==> src/rtl/muldiv_unit.sv <==
// Iterative RV32M multiply/divide unit: one product or quotient bit per clock,
// with RISC-V divide-by-zero/overflow results and a flush for squashed instructions.
module muldiv_unit #(
   parameter int WIDTH = 32
) (
   input  logic             clk,
   input  logic             rst_n,
   input  logic             in_valid,
   output logic             in_ready,
   input  logic [2:0]       op,
   input  logic [WIDTH-1:0] a,
   input  logic [WIDTH-1:0] b,
   input  logic             flush,
   output logic             out_valid,
   input  logic             out_ready,
   output logic [WIDTH-1:0] result,
   output logic [1:0]       flags
);

   localparam int CW = $clog2(WIDTH);

   typedef enum logic [1:0] {IDLE, CALC, DONE} state_t;

   state_t             state, state_next;
   logic [CW-1:0]      count;
   logic [2:0]         op_q;
   logic               neg_q;
   logic               special_q;
   logic [WIDTH-1:0]   opnd_q;
   logic [WIDTH-1:0]   rem_q;
   logic [2*WIDTH-1:0] prod_q;

   logic               signed_a, signed_b, sign_a, sign_b, neg_res;
   logic               div_zero, div_ovf, special, last_iter;
   logic [WIDTH-1:0]   mag_a, mag_b, special_res;

   logic [WIDTH-1:0]   addend;
   logic [WIDTH:0]     mul_sum;
   logic [WIDTH:0]     div_shift;
   logic               q_bit;
   logic [2*WIDTH-1:0] prod_next, prod_signed;
   logic [WIDTH-1:0]   quot_next, rem_next, quot_final, rem_final, calc_res;

   function automatic logic [1:0] flags_of(input logic [WIDTH-1:0] v);
      return {v == '0, v[WIDTH-1]};
   endfunction

   // Accept-time decode: operand signedness, magnitudes and the RISC-V special results
   always_comb begin
      signed_a    = op[2] ? ~op[0] : (op[1:0] != 2'b11);
      signed_b    = op[2] ? ~op[0] : ~op[1];
      sign_a      = signed_a & a[WIDTH-1];
      sign_b      = signed_b & b[WIDTH-1];
      mag_a       = sign_a ? -a : a;
      mag_b       = sign_b ? -b : b;
      neg_res     = (op[2] & op[1]) ? sign_a : (sign_a ^ sign_b);
      div_zero    = op[2] && (b == '0);
      div_ovf     = op[2] && !op[0] && (a == {1'b1, {(WIDTH-1){1'b0}}}) && (b == '1);
      special     = div_zero || div_ovf;
      special_res = '0;
      if (div_zero)
         special_res = op[1] ? a : '1;
      else
         special_res = op[1] ? '0 : a;
   end

   // One shift-add multiply step and one restoring divide step, plus final sign fix-up
   always_comb begin
      addend      = prod_q[0] ? opnd_q : '0;
      mul_sum     = {1'b0, prod_q[2*WIDTH-1:WIDTH]} + {1'b0, addend};
      prod_next   = {mul_sum, prod_q[WIDTH-1:1]};
      prod_signed = neg_q ? -prod_next : prod_next;

      div_shift   = {rem_q, prod_q[WIDTH-1]};
      q_bit       = (div_shift >= {1'b0, opnd_q});
      rem_next    = q_bit ? (div_shift[WIDTH-1:0] - opnd_q) : div_shift[WIDTH-1:0];
      quot_next   = {prod_q[WIDTH-2:0], q_bit};
      quot_final  = neg_q ? -quot_next : quot_next;
      rem_final   = neg_q ? -rem_next : rem_next;

      calc_res    = '0;
      if (special_q)
         calc_res = opnd_q;
      else if (op_q[2])
         calc_res = op_q[1] ? rem_final : quot_final;
      else if (op_q[1:0] == 2'b00)
         calc_res = prod_signed[WIDTH-1:0];
      else
         calc_res = prod_signed[2*WIDTH-1:WIDTH];

      last_iter = special_q || (count == CW'(WIDTH - 1));
   end

   always_ff @(posedge clk or negedge rst_n) begin
      if (!rst_n)
         state <= IDLE;
      else
         state <= state_next;
   end

   always_comb begin
      state_next = state;
      in_ready   = (state == IDLE);
      out_valid  = (state == DONE);
      case (state)
         IDLE:    if (in_valid) state_next = CALC;
         CALC:    if (last_iter) state_next = DONE;
         DONE:    if (out_ready) state_next = IDLE;
         default: state_next = IDLE;
      endcase
      if (flush)
         state_next = IDLE;
   end

   // Special cases still take one CALC cycle so every result is registered by the same path
   always_ff @(posedge clk or negedge rst_n) begin
      if (!rst_n) begin
         count     <= '0;
         op_q      <= '0;
         neg_q     <= 1'b0;
         special_q <= 1'b0;
         opnd_q    <= '0;
         rem_q     <= '0;
         prod_q    <= '0;
         result    <= '0;
         flags     <= '0;
      end else if (!flush) begin
         if (state == IDLE && in_valid) begin
            op_q      <= op;
            neg_q     <= neg_res;
            special_q <= special;
            count     <= '0;
            rem_q     <= '0;
            if (special)
               opnd_q <= special_res;
            else
               opnd_q <= op[2] ? mag_b : mag_a;
            prod_q    <= {{WIDTH{1'b0}}, (op[2] ? mag_a : mag_b)};
         end else if (state == CALC) begin
            count  <= count + 1'b1;
            rem_q  <= rem_next;
            prod_q <= op_q[2] ? {prod_q[2*WIDTH-1:WIDTH], quot_next} : prod_next;
            if (last_iter) begin
               result <= calc_res;
               flags  <= flags_of(calc_res);
            end
         end
      end
   end

endmodule

==> config.mk <==
export PLATFORM = sky130hd
export DESIGN_NAME = muldiv_unit
export DESIGN_NICKNAME = d
export VERILOG_FILES = /design/src/rtl/muldiv_unit.sv
export SDC_FILE = /design/constraint.sdc
export NUM_CORES = 1
export LEC_CHECK = 0
export ABC_AREA = 0
export ABC_CLOCK_PERIOD_IN_PS = 6000
export CAP_MARGIN = 20
export CORE_ASPECT_RATIO = 1.2
export CORE_MARGIN = 2
export CORE_UTILIZATION = 50
export CTS_BUF_LIST = sky130_fd_sc_hd__clkbuf_16
export CTS_CLUSTER_SIZE = 20
export DETAILED_ROUTE_END_ITERATION = 8
export MAX_ROUTING_LAYER = met4
export PLACE_DENSITY = 0.73
export SLEW_MARGIN = 20
export SYNTH_ARGS = -nofsm -noshare
export SYNTH_HDL_FRONTEND = slang
export SYNTH_SLANG_ARGS = --single-unit
export TNS_END_PERCENT = 5
==> constraint.sdc <==
create_clock -name clk -period 6 [get_ports clk]
set_input_delay 0.9 -clock clk [delete_from_list [all_inputs] [get_ports clk]]
set_output_delay 0.9 -clock clk [all_outputs]
set_load 0.005 [all_outputs]
==> results.toml, run 1 <==
[run_status]
status = "finished clean"

[clock_tree]
clock-sinks = 173
worstSkewPairLatency_ns = 0.49
ctsHoldBuffers = 0
cts_max_level = 4
cts_buffer_depth = 2
clockRootBuffer = "clkbuf_16"
numCtsBuffers = 17
cts_tree = "done"
post_cts_buffers = 0
clkSlewWorstSetupHoldPaths_ns = 0.08
ctsResizeCount = 0

[timing]
fin_tns_setup_ns = 0
hold_viol = 0
fin_crit_ns = 5.793
maxSlewViolCount = 0
rsz0062_at_grt = "no"
timing.slew.headroom_pct = 24.23
period_share_pct = 96.54
fmax_mhz = 172.6
worst_slew_pin_slew_ns = 1.137
setup_viol = 0
fin_skew_ns = 0.01376

[floorplanning]
core_area_um2 = 38550
num_io_pins = 108
start_util_pct = 50.36
die_x_um = 183.9
die_y_um = 219.8
die_area_um2 = 40420
num_rows = 79

[global_route]
grt_pass1_wl_mm = 134.8
grt.total_usage_pct = 46.72
grt_pass1_vias = 20830
grt_overflow = 0
antenna_found_initial = 5
grt_max_degree = 101

[setup_path]
ff2ff_setup_slack_ns = 0.21
timing.rr.end = "flags[1]"
cp.required_ns = 6.41
rr_worst_depth = 22
crit_path_max_fanout = 8
crit_arrival_ns = 6.20
rr_startpoint = "opnd_q[6]"
endpoint_kind = "flop"
path_class = "reg -> reg"
worstSetupStartpointType = "flop"

[drt]
drt_iter0_markers = 2843
wl_mm = 92.32
antenna_left = 0
firstDrtPassIters = 7
routedWlPerCell_um = 28.32
dr_total_vias = 22550
route.detailed.drc = 0
vias_per_cell = 6.918

[synthesis]
ys_warn_count = 0
yosysUniqueCellTypes = 109
postSynth.asyncResetShare_pct = 100.0
synthCells = 2678
synth_area_um2 = 19410
ys_ff_latch = 173
yosysSeqAreaShare_pct = 22.30
synth_nets = 2824
synth_top_flop_cell = "dfrtp_1"
synth_edf_count = 0
syn_avg_cell_area_um2 = 7.249

[placed_design]
place_hpwl_mm = 71.28
placement.io_buffers = 107
gp_congestion = 1.099

[pwr]
p_leak_nw = 9.032
power.switching_mw = 3.305
clockPowerShare_pct = 18.8
peakVddDrop_mv = 0.2519
power-per-cell-area_nw_per_um2 = 298.9
combPwrFrac_pct = 57.8
swShare_pct = 50.06
p_int_mw = 3.298
p_seq_share_pct = 23.4
power.total_mw = 6.603

[layout]
final_cell_mix = "311 x nand2_1, 292 x nor2_1, 275 x o21ai_0"
drive_gt1_share_pct = 10.07
flow.area_growth_from_synthesis_pct = 13.80
nets = 2904
final_common_cell = "nand2_1"

[worst_hold_path]
worstHoldPathType = "in -> async"

[job]
max-cap-violations = 0
worst max-delay path by stage:
stage,startpoint,to,slack [ns],cells past startpoint
2_1_floorplan,rem_q[1],flags[1],0.14,28
3_3_place_gp,opnd_q[20],flags[1],0.23,22
3_5_place_dp,opnd_q[18],flags[1],0.18,22
4_1_cts,opnd_q[18],flags[1],0.13,22
5_1_grt,opnd_q[20],flags[1],0.04,22
6_report,opnd_q[6],flags[1],0.21,22
kinds of logic after synthesis:
family / Yosys count / share of synthesized area (%)
adder cells (fa/ha/maj): 74 / 4.847
multiplexers: 75 / 3.945
AND/OR/NAND/NOR: 1008 / 25.25
XOR/XNOR: 187 / 8.437
AO/OA/AOI/OAI: 893 / 29.62
buffers and inverters: 268 / 5.601
flip-flops: 173 / 22.30
power by group through the flow:
stage,Combinational [mW],Sequential [mW],Clock [mW]
final,3.82,1.54,1.24
after CTS,3.64,1.53,1.24
after floorplan,2.24,1.39,0
after global placement,3.59,1.54,0
after detailed placement,3.61,1.55,0
after global routing,3.98,1.56,1.28
registers in the layout, indices dropped and copies added (netlist names):
signal,count
count,5
opnd_q,32
prod_q,64
op_q,3
state,2
neg_q,1
flags,2
result,31
special_q,1
rem_q,32
cell usage after synthesis, drive strengths merged (24+ instances only):
cell	count	area [um2]
ha	72	900.9
or4	24	195.2
xor2	86	753.2
nor2	295	1110
xnor2	101	884.6
nor4	43	339.1
a31oi	39	244.0
inv	73	276.5
a211oi	34	277.8
nand3	67	340.3
nand2	313	1175
clkbuf	152	570.6
buf	40	229.0
o21ai	284	1421
nand4	41	271.5
nor3	59	305.3
o31ai	36	275.3
a22o	28	245.2
mux2i	63	630.6
or3	36	235.2
o211ai	31	232.7
a21oi	225	1137
dfrtp	173	4329
critical path: stages (launching register included):
cell and delay [ns]:
dfrtp_1 0.40, inv_1 0.15, ha_1 0.28, a21oi_1 0.38, o21ai_1 0.19, a22o_1 0.26
o31a_2 0.32, o21a_2 0.23, inv_4 0.10, mux2i_1 0.25, ha_1 0.21, nor3b_2 0.22
nand3_1 0.16, or3_1 0.38, nor3_1 0.16, nand3_1 0.13, a221o_1 0.49, a41o_1 0.26
nor3_1 0.19, o311ai_1 0.16, nor4_1 0.37, nand4b_1 0.16, o31ai_1 0.25
area by class of cell:
cell class | count | area (um2)
antenna | 4 | 10.01
fill | 3639 | 16460
tap | 486 | 608.1
clock buffer | 17 | 425.4
timing repair buffer | 253 | 2201
inverter | 76 | 287.8
clock inverter | 14 | 180.2
sequential | 173 | 4334
multi-input combinational | 2237 | 14040
metal layers:
layer  global-route usage (%)  share of wire [%]  routed length [um]  up-vias
li1                         -                  -                   -     9993
met2                    69.58                 44               40270     1437
met5                        -                  0                   0        -
met3                    9.503                9.4                8635      375
met1                    56.05                 38               35250    10750
met4                    34.27                8.8                8157        0
stage by stage:
| step | cells | utilization, % | hold slack [ns] | area (um2) | setup slack [ns] |
|---|---|---|---|---|---|
| after floorplan | 2678 | - | 0.4556 | 19410 | 0.1408 |
| after global placement | 3225 | 55.67 | 0.4667 | 21460 | 0.2254 |
| after detailed placement | 3225 | 55.67 | 0.4761 | 21460 | 0.1765 |
| after CTS | 3256 | 57.24 | 0.4871 | 22060 | 0.1274 |
| after global routing | 3260 | 57.31 | 0.5069 | 22090 | 0.03787 |
| final | 3260 | 57.31 | 0.4607 | 22090 | 0.2073 |
Power figures use the tool's default switching activity.
==> run 2: changes to the inputs <==
- CORE_MARGIN: 2 -> 5
- TNS_END_PERCENT: 5 -> not set
==> run 2 against run 1 <==
Compared with the run above: setup slack lost 0.068 ns; clock-buffer cell count stayed put; cell count decreased by 0.52%; largest cell class unchanged.
==> results.toml, run 2 (synthesized netlist as in run 1, its figures left out) <==
[run_status]
status = "finished clean"

[drt]
routedWlPerCell_um = 27.59
route.detailed.drc = 0
firstDrtPassIters = 9
wl_mm = 89.48
drt_iter0_markers = 2757
antenna_left = 0
dr_total_vias = 22250
vias_per_cell = 6.862

[setup_path]
path_class = "reg -> reg"
ff2ff_setup_slack_ns = 0.14
worstSetupStartpointType = "flop"
crit_chain = "inv_1 -> buf_12 -> nor2_1 -> ha_1 -> nand4_1 -> a2111oi_2 -> a21boi_0 -> o21ai_0 -> a21o_1 -> or4_1 -> a222oi_1 -> nand4b_1 -> a21oi_1 -> buf_4 -> a221o_1 -> and2_1 -> o2111ai_1 -> o31ai_1"
rr_worst_depth = 18
critPathTopFamily = "compound AO/OA/AOI/OAI gates"
endpoint_kind = "flop"
rr_startpoint = "prod_q[0]"
crit_path_max_fanout = 12
crit_start = "prod_q[0]"
cp_slowest_cell = "a2111oi_2"
crit_arrival_ns = 6.26
cp.required_ns = 6.40
timing.rr.end = "flags[1]"
cpPeakStageDelay_ns = 0.64
critPathBufInv = 3

[layout]
n_fill_cell = 3732
flow.area_growth_from_synthesis_pct = 13.41
nets = 2888
final_cell_mix = "311 x nand2_1, 291 x nor2_1, 275 x o21ai_0"
top_register = "prod_q"
largest_reg_flops = 64
final_common_cell = "nand2_1"
drive_gt1_share_pct = 9.800
top_regs = "prod_q x64, opnd_q x32, rem_q x32"
multi_input_area_um2 = 14060
seq_area_um2 = 4332

[global_route]
antenna_found_initial = 2
grt_pass1_vias = 21050
grt_max_degree = 73
grt.total_usage_pct = 42.15
grt_overflow = 0
grt_pass1_wl_mm = 133.1

[clock_tree]
cts_max_level = 4
cts_buffer_depth = 2
clock-sinks = 173
numCtsBuffers = 17
post_cts_buffers = 0
cts_tree = "done"
clkSlewWorstSetupHoldPaths_ns = 0.08
worstSkewPairLatency_ns = 0.48
clockRootBuffer = "clkbuf_16"

[timing]
setup_viol = 0
fin_crit_ns = 5.860
timing.slew.headroom_pct = 16.94
worst_slew_pin_slew_ns = 1.241
holdWs_ns = 0.4378
period_share_pct = 97.67
maxSlewViolCount = 0
hold_viol = 0
fin_skew_ns = 0.01699
fmax_mhz = 170.6

[floorplanning]
num_rows = 79
die_y_um = 225.8
die_x_um = 189.9
start_util_pct = 50.36
die_area_um2 = 42880
num_io_pins = 108
core_area_um2 = 38550

[pwr]
p_leak_nw = 8.971
clockPowerShare_pct = 19.4
power-per-cell-area_nw_per_um2 = 296.6
combPwrFrac_pct = 56.6
power.switching_mw = 3.244
power.total_mw = 6.530
p_int_mw = 3.286
swShare_pct = 49.68
p_seq_share_pct = 24.0
peakVddDrop_mv = 0.2370

[worst_hold_path]
worstHoldPathType = "in -> async"

[job]
max-cap-violations = 0

[placed_design]
placement.io_buffers = 107
place_hpwl_mm = 71.10
gp_congestion = 1.090
run 2: cell types whose count changed in the layout (fill, tap and decap cells not counted), sizes merged:
| cell | change |
|---|---|
| buf | -16 |
| diode | -2 |
| clkinv | -1 |
| inv | +2 |
run 2: cell type report:
type	count	area share [%]
antenna	2	0.02273
clock buffer	17	1.932
clock inverter	15	0.9832
inverter	76	1.307
multi-input combinational	2237	63.86
sequential	173	19.68
tap	486	2.762
timing repair buffer	237	9.452
run 2: what timing repair did:
action / CTS / global route
setup endpoints to repair: 0 / 5
hold buffers: 0 / 0
resized for setup: 0 / 7
hold endpoints to repair: 0 / 0
run 2: per-layer routing:
layer	global-route usage [%]	vias to the layer above	part of all wire, %
met3	6.184	347	8.4
met1	51.44	10600	38
met4	29.90	0	8.9
met5	-	-	0
met2	63.98	1335	44
li1	-	9973	-
run 2: worst max-delay path by stage:
stage	to	slack, ns	depth (start not counted)
final	flags[1]	0.14	18
after detailed placement	flags[1]	0.18	22
after floorplan	flags[1]	0.14	28
after global placement	flags[1]	0.30	17
after global routing	flags[1]	-0.02	22
after CTS	flags[1]	0.13	22
run 2: power groups by stage:
stage | Clock [mW] | Combinational (mW) | Sequential (mW)
2_1_floorplan | 0 | 2.24 | 1.39
3_3_place_gp | 0 | 3.53 | 1.56
3_5_place_dp | 0 | 3.55 | 1.57
4_1_cts | 1.27 | 3.57 | 1.55
5_1_grt | 1.31 | 3.88 | 1.58
6_report | 1.27 | 3.70 | 1.57
run 2: metrics by stage:
stage                     utilization, %  area, um2  std cells  setup slack (ns)  setup TNS [ns]
after CTS                          57.03      21980       3241            0.1287               0
after detailed placement           55.37      21340       3209            0.1784               0
after global placement             55.35      21340       3209            0.3041               0
final                              57.11      22010       3243            0.1396               0
after floorplan                        -      19410       2678            0.1408               0
after global routing               57.11      22010       3243          -0.02049        -0.02049
==> edit: new RTL, settings of run 1 <==
Encoding of `state_t`: now one-hot (3 bits for 3 states).
--- a/src/rtl/muldiv_unit.sv
+++ b/src/rtl/muldiv_unit.sv
@@ -19,7 +19,7 @@
 
    localparam int CW = $clog2(WIDTH);
 
-   typedef enum logic [1:0] {IDLE, CALC, DONE} state_t;
+   typedef enum logic [2:0] {IDLE = 3'b001, CALC = 3'b010, DONE = 3'b100} state_t;
 
    state_t             state, state_next;
    logic [CW-1:0]      count;
Check against the original RTL: same outputs for any inputs over 4 cycles, from zero or initial values and one cycle with rst_n low; so few cycles prove little.
==> edit against run 1 <==
  * Sequential share of layout area up 0.36 points
  * Setup slack lost 120 ps
  * Cell area decreased by 1.3%
  * First-iteration DRC count decreased by 14%
  * Power up 59%
  * Routed wire length decreased by 5.8%
  * Area after synthesis decreased by 2.0%
  * Cell count fell by 2.0%
  * Sequential cell count grew 1
  * Combinational power up 93%
  * Critical path type unchanged
  * Largest cell class unchanged
  * Highest routed layer unchanged
==> edit: results <==
global_route:
  grt_pass1_vias: 20300
  gr-usage-met3_pct: 7.23
  use_met2_pct: 68.4
  grt_pass1_wl_um: 128000
  antenna_found_initial: 4
  grt_max_degree: 119
power_and_ir_drop:
  p_leak_nw: 8.70
  peakVddDrop_mv: 0.277
  p_int_mw: 4.61
drt:
  drt_iter0_drc: 2432
  met1_length_um: 33300
  detailedRoute.firstPassIterationCount: 6
  routedWlPerCell_um: 27.2
  vias: 21700
  met3_length_um: 7010
  routed_via_density: 6.79
timing:
  skew_ps: 9.07
  relSlewSlack_pct: 26.3
  holdWs_ps: 485
yosys:
  synth_xor_area_share_pct: 9.16
  yosysWarnings: 0
  synthAdderAreaFrac_pct: 4.95
  synth_commonest_cells: "nor2_1, a21oi_1, nand2_1, o21ai_0, dfrtp_1"
  syn_avg_cell_area_um2: 7.26
  ys_seq_area_share_pct: 22.9
  synth_nets: 2766
  synthMuxAreaShare_pct: 4.73
  synth_area_leaders: "dfrtp_1, a21oi_1, o21ai_0"
critical_path:
  worstRegToRegCells: 17
  cp-startpoint: "prod_q[0]"
  rrSetupSlack_ps: 90
  cp_slowest_cell: "or4_1"
  crit_fanout: 20
  arrival_ps: 6320
  cp_top_family: "simple AND/OR/NAND/NOR gates"
  max_stage_delay_ps: 600
  crit_end: "flags[0]"
final_layout:
  nMultiInputCombCells: 2174
  multi_input_area_share_pct: 63.3
  clk_share_pct: 2.64
  n_all_buffers: 246
  final_nets: 2845
  drive_above_1_share_pct: 10.7
  inv_count: 86
  n_sequential_cell: 174
  fillerInstances: 3531
place:
  dp_hpwl_um: 68800
  dp.cells: 3155
  dpl_cell_area_mm2: 0.0210
  gp_congestion: 1.06
cts:
  clock_latency_ps: 470
  clk_transition_reported_paths_ps: 70
worst_hold_path:
  hold_path_class: "register to register"
die:
  dieArea_mm2: 0.0396
outcome:
  outcome: "finished, final reports clean"
-- edit: changes by cell type after synthesis, sizes merged, moves of 11 or more --
cell,change
nand4,-11
nand2,-55
buf,-13
o21ai,-22
mux2,+11
nor4,-15
xnor2,+22
a21oi,+48
nand3,-17
-- edit: power by group through the flow --
stage,Sequential (mW),Combinational [mW],Clock [mW]
3_5_place_dp,1.91,6.99,0
2_1_floorplan,1.57,4.47,0
4_1_cts,1.89,7.04,1.16
3_3_place_gp,1.89,6.97,0
6_report,1.92,7.39,1.16
5_1_grt,1.94,7.76,1.20
-- edit: timing repair --
action	in CTS	in global routing
pin swaps	0	6
resized for setup	4	36
buffers inserted	0	5
hold buffers	0	0
setup endpoints to repair	1	7
-- edit: through the flow --
stage | setup WS [ps] | utilization, %
2_1_floorplan | 165 | -
3_3_place_gp | -223 | 55.8
3_5_place_dp | -298 | 55.8
4_1_cts | 13.5 | 57.4
5_1_grt | -27.3 | 57.9
6_report | 90.7 | 57.9
